**src/rtl/mac_seq_pkg.sv**
```systemverilog
// Shared types and constants for the MAC sequencing stage.
package mac_seq_pkg;

   typedef enum logic [1:0] {
      IDLE  = 2'd0,
      ACCUM = 2'd1,
      DONE  = 2'd2
   } mac_seq_state_e;

   // Per-byte activation offsets applied by the mac unit
   localparam int INPUT_OFFSET_DEFAULT   = 128;
   localparam int INPUT_OFFSET_LAYER_ONE = -83;

endpackage

```
**src/rtl/mac.sv**
```systemverilog
// Combinational 4-lane int8 multiply-accumulate: out = curr_acc + sum((in+offset)*filt).
module mac (
   input  logic [31:0] input_vals,
   input  logic [31:0] filter_vals,
   input  logic [31:0] curr_acc,
   input  logic        layer_one_en,
   input  logic        simd_en,
   output logic [31:0] out
);

   localparam int unsigned LANES = 4;
   localparam logic signed [8:0] OFFSET_DEFAULT   = 9'sd128;
   localparam logic signed [8:0] OFFSET_LAYER_ONE = -9'sd83;

   logic signed [8:0]  offset_c;
   logic signed [8:0]  act_c   [LANES];
   logic signed [15:0] prod_c  [LANES];
   logic        [31:0] sum_c;

   assign offset_c = layer_one_en ? OFFSET_LAYER_ONE : OFFSET_DEFAULT;

   // Without SIMD only lane 0 contributes
   always_comb begin
      sum_c = curr_acc;
      for (int i = 0; i < int'(LANES); i++) begin
         act_c[i]  = 9'($signed(input_vals[8*i +: 8])) + offset_c;
         prod_c[i] = 16'(act_c[i] * $signed(filter_vals[8*i +: 8]));
         if ((i == 0) || simd_en) begin
            sum_c = sum_c + 32'(prod_c[i]);
         end
      end
   end

   assign out = sum_c;

endmodule

```
**src/rtl/mac_sequencer.sv**
```systemverilog
// Streams int8 word pairs through mac, owns the accumulator, and hands the
// finished sum downstream on a valid/ready port after a programmed depth.
module mac_sequencer
   import mac_seq_pkg::*;
#(
   parameter int unsigned ACC_W   = 32,
   parameter int unsigned DEPTH_W = 16
) (
   input  logic               clk,
   input  logic               reset_n,
   input  logic               cfg_start,
   input  logic [DEPTH_W-1:0] cfg_depth,
   input  logic [ACC_W-1:0]   cfg_bias,
   input  logic               cfg_layer_one_en,
   input  logic               cfg_simd_en,
   output logic               busy,
   input  logic               in_valid,
   output logic               in_ready,
   input  logic [31:0]        in_input_vals,
   input  logic [31:0]        in_filter_vals,
   output logic               out_valid,
   input  logic               out_ready,
   output logic [ACC_W-1:0]   out_acc
);

   mac_seq_state_e     state_q, state_d;
   logic [ACC_W-1:0]   acc_q, acc_d;
   logic [DEPTH_W-1:0] count_q, count_d;
   logic [DEPTH_W-1:0] depth_q, depth_d;
   logic               layer_one_q, layer_one_d;
   logic               simd_q, simd_d;
   logic               busy_q, in_ready_q, out_valid_q;
   logic               start_c;
   logic [ACC_W-1:0]   mac_out_c;

   mac u_mac (
      .input_vals   (in_input_vals),
      .filter_vals  (in_filter_vals),
      .curr_acc     (acc_q),
      .layer_one_en (layer_one_q),
      .simd_en      (simd_q),
      .out          (mac_out_c)
   );

   // Next-state: start is honoured in IDLE or on the DONE handshake cycle
   always_comb begin
      state_d     = state_q;
      acc_d       = acc_q;
      count_d     = count_q;
      depth_d     = depth_q;
      layer_one_d = layer_one_q;
      simd_d      = simd_q;
      start_c     = 1'b0;
      case (state_q)
         IDLE: start_c = cfg_start;
         ACCUM: begin
            if (in_valid && in_ready_q) begin
               acc_d   = mac_out_c;
               count_d = count_q + DEPTH_W'(1);
               if (count_q == depth_q - DEPTH_W'(1)) begin
                  state_d = DONE;
               end
            end
         end
         DONE: begin
            if (out_ready) begin
               state_d = IDLE;
               start_c = cfg_start;
            end
         end
         default: state_d = IDLE;
      endcase
      if (start_c) begin
         depth_d     = cfg_depth;
         layer_one_d = cfg_layer_one_en;
         simd_d      = cfg_simd_en;
         acc_d       = cfg_bias;
         count_d     = '0;
         state_d     = (cfg_depth == '0) ? DONE : ACCUM;
      end
   end

   always_ff @(posedge clk or negedge reset_n) begin
      if (!reset_n) begin
         state_q     <= IDLE;
         acc_q       <= '0;
         count_q     <= '0;
         depth_q     <= '0;
         layer_one_q <= 1'b0;
         simd_q      <= 1'b0;
         busy_q      <= 1'b0;
         in_ready_q  <= 1'b0;
         out_valid_q <= 1'b0;
      end else begin
         state_q     <= state_d;
         acc_q       <= acc_d;
         count_q     <= count_d;
         depth_q     <= depth_d;
         layer_one_q <= layer_one_d;
         simd_q      <= simd_d;
         busy_q      <= (state_d != IDLE);
         in_ready_q  <= (state_d == ACCUM);
         out_valid_q <= (state_d == DONE);
      end
   end

   assign busy      = busy_q;
   assign in_ready  = in_ready_q;
   assign out_valid = out_valid_q;
   assign out_acc   = acc_q;

endmodule

```
**config.mk**
```make
export PLATFORM = sky130hd
export DESIGN_NAME = mac_sequencer
export DESIGN_NICKNAME = d
export VERILOG_FILES = /design/src/rtl/mac_seq_pkg.sv /design/src/rtl/mac.sv /design/src/rtl/mac_sequencer.sv
export SDC_FILE = /design/constraint.sdc
export NUM_CORES = 1
export LEC_CHECK = 0
export BUFFER_PORTS_ARGS = -buffer_cell sky130_fd_sc_hd__clkbuf_2
export CORE_MARGIN = 5
export CORE_UTILIZATION = 50
export CTS_CLUSTER_DIAMETER = 150
export DETAILED_ROUTE_END_ITERATION = 12
export PLACE_DENSITY = 0.68
export SLEW_MARGIN = 15
export SYNTH_ARGS = -nofsm -noshare
export SYNTH_HDL_FRONTEND = slang
export SYNTH_HIERARCHICAL = 1
export SYNTH_SLANG_ARGS = --single-unit
```
**constraint.sdc**
```tcl
create_clock -name clk -period 21.9 [get_ports clk]
set_clock_uncertainty 0.05 [all_clocks]
set_input_delay 4.38 -clock clk [delete_from_list [all_inputs] [get_ports clk]]
set_output_delay 4.38 -clock clk [all_outputs]
set_load 0.005 [all_outputs]
```
## Word level (Yosys, flattened, before mapping)

Cells that the tools add are included.

| storage, ports and cells | value |
|---|---|
| flip-flop bits (word level) | 71 |
| logic and storage cells | 53 |

| cells by class | value |
|---|---|
| add/sub/neg operators | 10 |
| $mul | 4 |
| equal/unequal tests | 5 |
| mux-type cells | 18 |
| reduce and logical (&&, ||, !) cells | 7 |

Operators by type and width:

| kind | number |
|---|---|
| 32-bit two-way mux | 6 |
| 32-bit adder | 4 |
| 9-bit by 8-bit multiplier with 16-bit output | 4 |
| 16-bit two-way mux | 3 |
| 8-bit by 9-bit adder with 9-bit output | 4 |
| 16-bit by 1-bit adder with 16-bit output (second input constant) | 1 |
| 16-bit equality test | 1 |
| 16-bit logical NOT | 1 |
| 16-bit by 1-bit subtractor with 16-bit output (second input constant) | 1 |
| 2-bit two-way mux | 5 |
| 9-bit two-way mux | 1 |
| 2-bit one-hot mux with 3 select lines | 1 |
| 2-bit nonzero test | 3 |
| 2-bit by 1-bit equality test with 1-bit output (second input constant) | 2 |
| 2-bit equality test (second input constant) | 2 |
| 2-bit logical NOT | 1 |
| 1-bit one-hot mux with 2 select lines | 1 |
| 2-bit AND reduction | 1 |
| 1-bit logical AND | 1 |
| 1-bit two-way mux | 1 |

## Logic depth before layout (Yosys ltp)

| depth | value |
|---|---|
| word-level depth | 13 |
| depth in mapped cells | 67 |
| mapped depth without buffers | 67 |

## Modules after synthesis

Netlist, hierarchy kept.

By module, submodules not included:

| module | instances | cells an instance | area each (µm²) | sequential area each (µm²) |
|---|---|---|---|---|
| mac | 1 | 2191 | 17825.8 | 0.0 |
| mac_sequencer | 1 | 355 | 3651.0 | 1776.7 |

## Worst setup path before layout

No wires, ideal clock.

| path | value |
|---|---|
| kind | input port to flip-flop |
| start | input port in_input_vals[2] |
| end | register acc_q[31] (netlist: out_acc[31]) |
| library setup time | 132 ps |
| arrival time | 17053 ps |
| slack | 4665 ps |
| stages | 64 |
| path buffers | 0 |
| cell sequence | ha_1 > a31oi_1 > nor2b_1 > o21a_1 > a21oi_1 > nor2b_1 > xnor2_1 > nand2_1 > fa_1 > fa_1 > inv_1 > fa_1 > inv_1 > fa_1 > inv_1 > ha_1 > inv_1 > o21bai_1 > (+28 left out) > o21bai_1 > a21oi_1 > xnor2_1 > a21o_1 > ha_1 > and3_1 > and2_1 > and3_1 > a21oi_1 > o211ai_1 > nor3_1 > a21oi_1 > xnor3_1 > xnor3_1 > nand2_1 > xnor3_1 > mux2i_1 > o21ai_1 |

| between the ends | value |
|---|---|
| longest elaborated chain between the ends | 12 |

Ends and longest elaborated chain:

| element | RTL line | text |
|---|---|---|
| start, declared | mac_sequencer.sv:19 | `input logic [31:0] in_input_vals,` |
| 8-bit by 9-bit adder with 9-bit output (*) | mac.sv:26 | `act_c[i] = 9'($signed(input_vals[8*i +: 8])) + offset_c;` |
| 9-bit by 8-bit multiplier with 16-bit output (*) | mac.sv:27 | `prod_c[i] = 16'(act_c[i] * $signed(filter_vals[8*i +: 8]));` |
| 32-bit adder (*) | mac.sv:29 | `sum_c = sum_c + 32'(prod_c[i]);` |
| 32-bit adder | mac.sv:29 |  |
| 32-bit two-way mux (*) | mac.sv:28 | `if ((i == 0) \|\| simd_en) begin` |
| 32-bit adder | mac.sv:29 |  |
| 32-bit two-way mux (*) | mac.sv:28 |  |
| 32-bit adder | mac.sv:29 |  |
| 32-bit two-way mux (*) | mac.sv:28 |  |
| via mac_out_c[31] | mac_sequencer.sv:34 | `logic [ACC_W-1:0] mac_out_c;` |
| 32-bit two-way mux (*) | mac_sequencer.sv:57 | `if (in_valid && in_ready_q) begin` |
| 32-bit two-way mux (*) | mac_sequencer.sv:54 | `case (state_q)` |
| 32-bit two-way mux (*) | mac_sequencer.sv:73 | `if (start_c) begin` |
| end signal, assigned | mac_sequencer.sv:86 | `acc_q <= '0;` |
| end signal, assigned | mac_sequencer.sv:96 | `acc_q <= acc_d;` |
| end, declared | mac_sequencer.sv:27 | `logic [ACC_W-1:0] acc_q, acc_d;` |

The timed path passes the listed nets; every way through them passes the cells marked *. The select of a mux whose other input is x is not followed.
A chain may end at the register's enable or synchronous reset.

## Worst setup path after layout

Ends and elaborated chain as after synthesis.

==> key figures <==
Clocking
  – Clock buffer depth: 2
  – Clock sinks: 71
  – Cts bufs inserted: 9
  – Clk slew on worst S/H paths: about 0.070 ns
  – CTS H-tree depth: 3
  – Clk_lat worst skew: 0.34 ns
  – CTS root buf: clkbuf_16
  – Post-CTS setup buffer count: 0
  – CTS tree: yes
  – Post-CTS resize count: 0
  – CTS Hold Bufs: 0

Drt
  – Routed met2 length: between 20000 and 30000 um
  – 1st-iter DRT viols: 1081
  – Final WL: 54550 um
  – Post-DR wirelength/cell: 16.92 um
  – DRT antenna net count: 0
  – Wl on met1: 24980 um
  – Avg Vias per Cell: between 5 and 6
  – Post-route DRC: 0
  – Via Count: 18083
  – First drt pass iteration count: 5
  – Uppermost layer routed: met4
  – WL met3: 2396 um

Synthesis
  – Gate Count Post-Synth: 2546
  – Fraction of registers with async set/reset: 1.000
  – Post-Syn Nets: 3163
  – Post-Syn Area: 21480 um2
  – EDFF count, synth: 0
  – Synth Register Bits: 71
  – Predominant post-synthesis flop cell: dfrtp_1
  – Avg Synthesized Cell Area: 8.436 um2
  – Number of warning messages in the yosys log: 6
  – Seq/Total Area, Yosys: 0.08273
  – Netlist cell types: 78

Timing
  – Final setup fails: 0
  – Final period util: 0.8077
  – Worst setup margin: about 4.2 ns
  – Sum of negative setup slack: 0 ns
  – Fin. max-slew vios: 0
  – RSZ-0062 raised after global routing: no
  – Hold Fails Final Rpt: 0
  – Worst-Margin Slew: 1.145 ns
  – Max-slew headroom: 0.2168
  – Achievable Freq: 56.53 MHz
  – Fin crit period: roughly 18 ns

Placed design
  – Dpl hpwl: 46610 um
  – Placer congestion estimate: approximately 0.89
  – Worst slack, placed: 3.971 ns
  – IO buf count: 153
  – Dpl cells: ~3200

Worst setup path
  – Element type at the critical path end: register
  – Worst Path Buf+Inv: 6
  – Crit-path slowest cell: fa_1
  – Crit path DAT: 17.85 ns
  – Critical path startpoint category: input pin
  – Largest delay share family, worst path: compound AO/OA/AOI/OAI gates
  – Worst-path maximum fanout: 17
  – Cell mode on critical path: a21oi_1
  – Req. time, crit path: 22.06 ns
  – Critical path's largest stage delay: 0.53 ns
  – WS Path Type: input pin to register

Finish
  – Nets: 3290
  – Area Overhead vs Synth: 7.667%
  – Share of cells above drive strength 1: 0.08551
  – # diodes: 0
  – # fillers: between 4000 and 5000
  – Fin cells: 3224

Global route
  – First-pass GRT wire length: 91230 um
  – Largest net degree at the start of global routing: 72
  – Total gr overflow: 0
  – Initial antenna violation count: 0
  – Vias in the first global route: 18733
  – Gr usage total: 0.2302

Die
  – DIE HEIGHT: 217.3 um
  – Die ar.: 47200 um2
  – Top Ports: between 150 and 200
  – Row count: 76
  – Core area: around 43000 um2
  – DIE WIDTH: 217.3 um
  – Initial core utilization: 0.5019

Job
  – Max-Cap Viols: 0

Min path
  – Worst hold path type: register to register

Status
  – Outcome: finished, final reports clean
==> final cells by class <==
cell class | count | area, um2 | share of cell area
clock buffer | 10 | 239.0 | 0.01033
timing repair buffer | 164 | 850.8 | 0.03679
tap | 546 | 683.2 | 0.02954
sequential | 71 | 1778 | 0.07689
inverter | 357 | 1340 | 0.05795
multi-input combinational | 2070 | 18180 | 0.7862
clock inverter | 6 | 53.80 | 0.002327
==> flip-flops by register name (all words and copies together) (netlist names) <==
signal / count
count_q: 16
busy: 1
depth_q: 16
in_ready: 1
state_q: 2
out_acc: 32
simd_q: 1
layer_one_q: 1
out_valid: 1
==> cells in the final DEF (no fill, tap or decap), drive strengths merged, types with 79 or more instances in the layout <==
cell / Yosys / routed
xnor2: 157 / 157
o21ai: 116 / 116
xor2: 79 / 79
nor2: 107 / 107
and2: 183 / 183
fa: 236 / 236
ha: 262 / 262
clkbuf: 38 / 162
a21oi: 147 / 147
nand2: 175 / 175
inv: 356 / 358
a21o: 135 / 135
==> per-stage QoR <==
| step | hold slack [ns] | area, um2 | util |
|---|---|---|---|
| after floorplan | 0.4282 | 21480 | - |
| after global placement | 0.4476 | 22830 | 0.5335 |
| after detailed placement | 0.4633 | 22830 | 0.5335 |
| after CTS | 0.4810 | 23120 | 0.5404 |
| after global routing | 0.5152 | 23120 | 0.5404 |
| final | 0.4793 | 23120 | 0.5404 |
==> final timing paths <==
path / startpoint / depth (start not counted) / slack [ns] / to
setup reg to reg: layer_one_q / 66 / 7.63 / out_acc[31]
hold / removal: depth_q[15] / 1 / 0.48 / depth_q[15]
setup / recovery: in_input_vals[2] / 66 / 4.21 / out_acc[31]
min in group asynchronous: reset_n / 1 / 4.15 / out_acc[4]
hold reg to reg: depth_q[15] / 1 / 0.48 / depth_q[15]
max in group asynchronous: reset_n / 1 / 16.96 / simd_q
==> cells by family after synthesis <==
group,after synthesis,share of synthesized area
AO/OA/AOI/OAI,570,0.1733
AND/OR/NAND/NOR,704,0.1709
adder cells (fa/ha/maj),498,0.3726
multiplexers,59,0.02884
XOR/XNOR,239,0.1004
flip-flops,71,0.08273
buffers and inverters,405,0.07113
==> synth_stat cells, types with 19 or more instances <==
cell type / n / area, um2
nand2b_1: 40 / 250.2
nor2_1: 107 / 401.6
inv_1: 356 / 1336
o21ai_0: 54 / 270.3
o21bai_1: 30 / 225.2
dfrtp_1: 71 / 1777
a21o_1: 135 / 1013
nor2b_1: 48 / 300.3
ha_1: 262 / 3278
xnor2_1: 156 / 1366
mux2i_1: 36 / 360.4
and2_1: 183 / 1145
xor2_1: 77 / 674.4
a31oi_1: 19 / 118.9
o21a_1: 19 / 142.6
clkbuf_1: 38 / 142.6
nor3_1: 33 / 165.2
nand3_1: 33 / 165.2
fa_1: 236 / 4725
o21ai_1: 59 / 295.3
a21oi_1: 146 / 730.7
nand2_1: 175 / 656.9
==> layer usage <==
layer  GRT usage  vias to the layer above
met3     0.02017                       70
met1      0.3213                     8784
met4     0.05182                        0
li1            -                     8799
met2      0.3920                      430
met5           0                        -
Power is not shown: default switching activity piles up to over one toggle a cycle in this logic, so the estimate is an artifact.
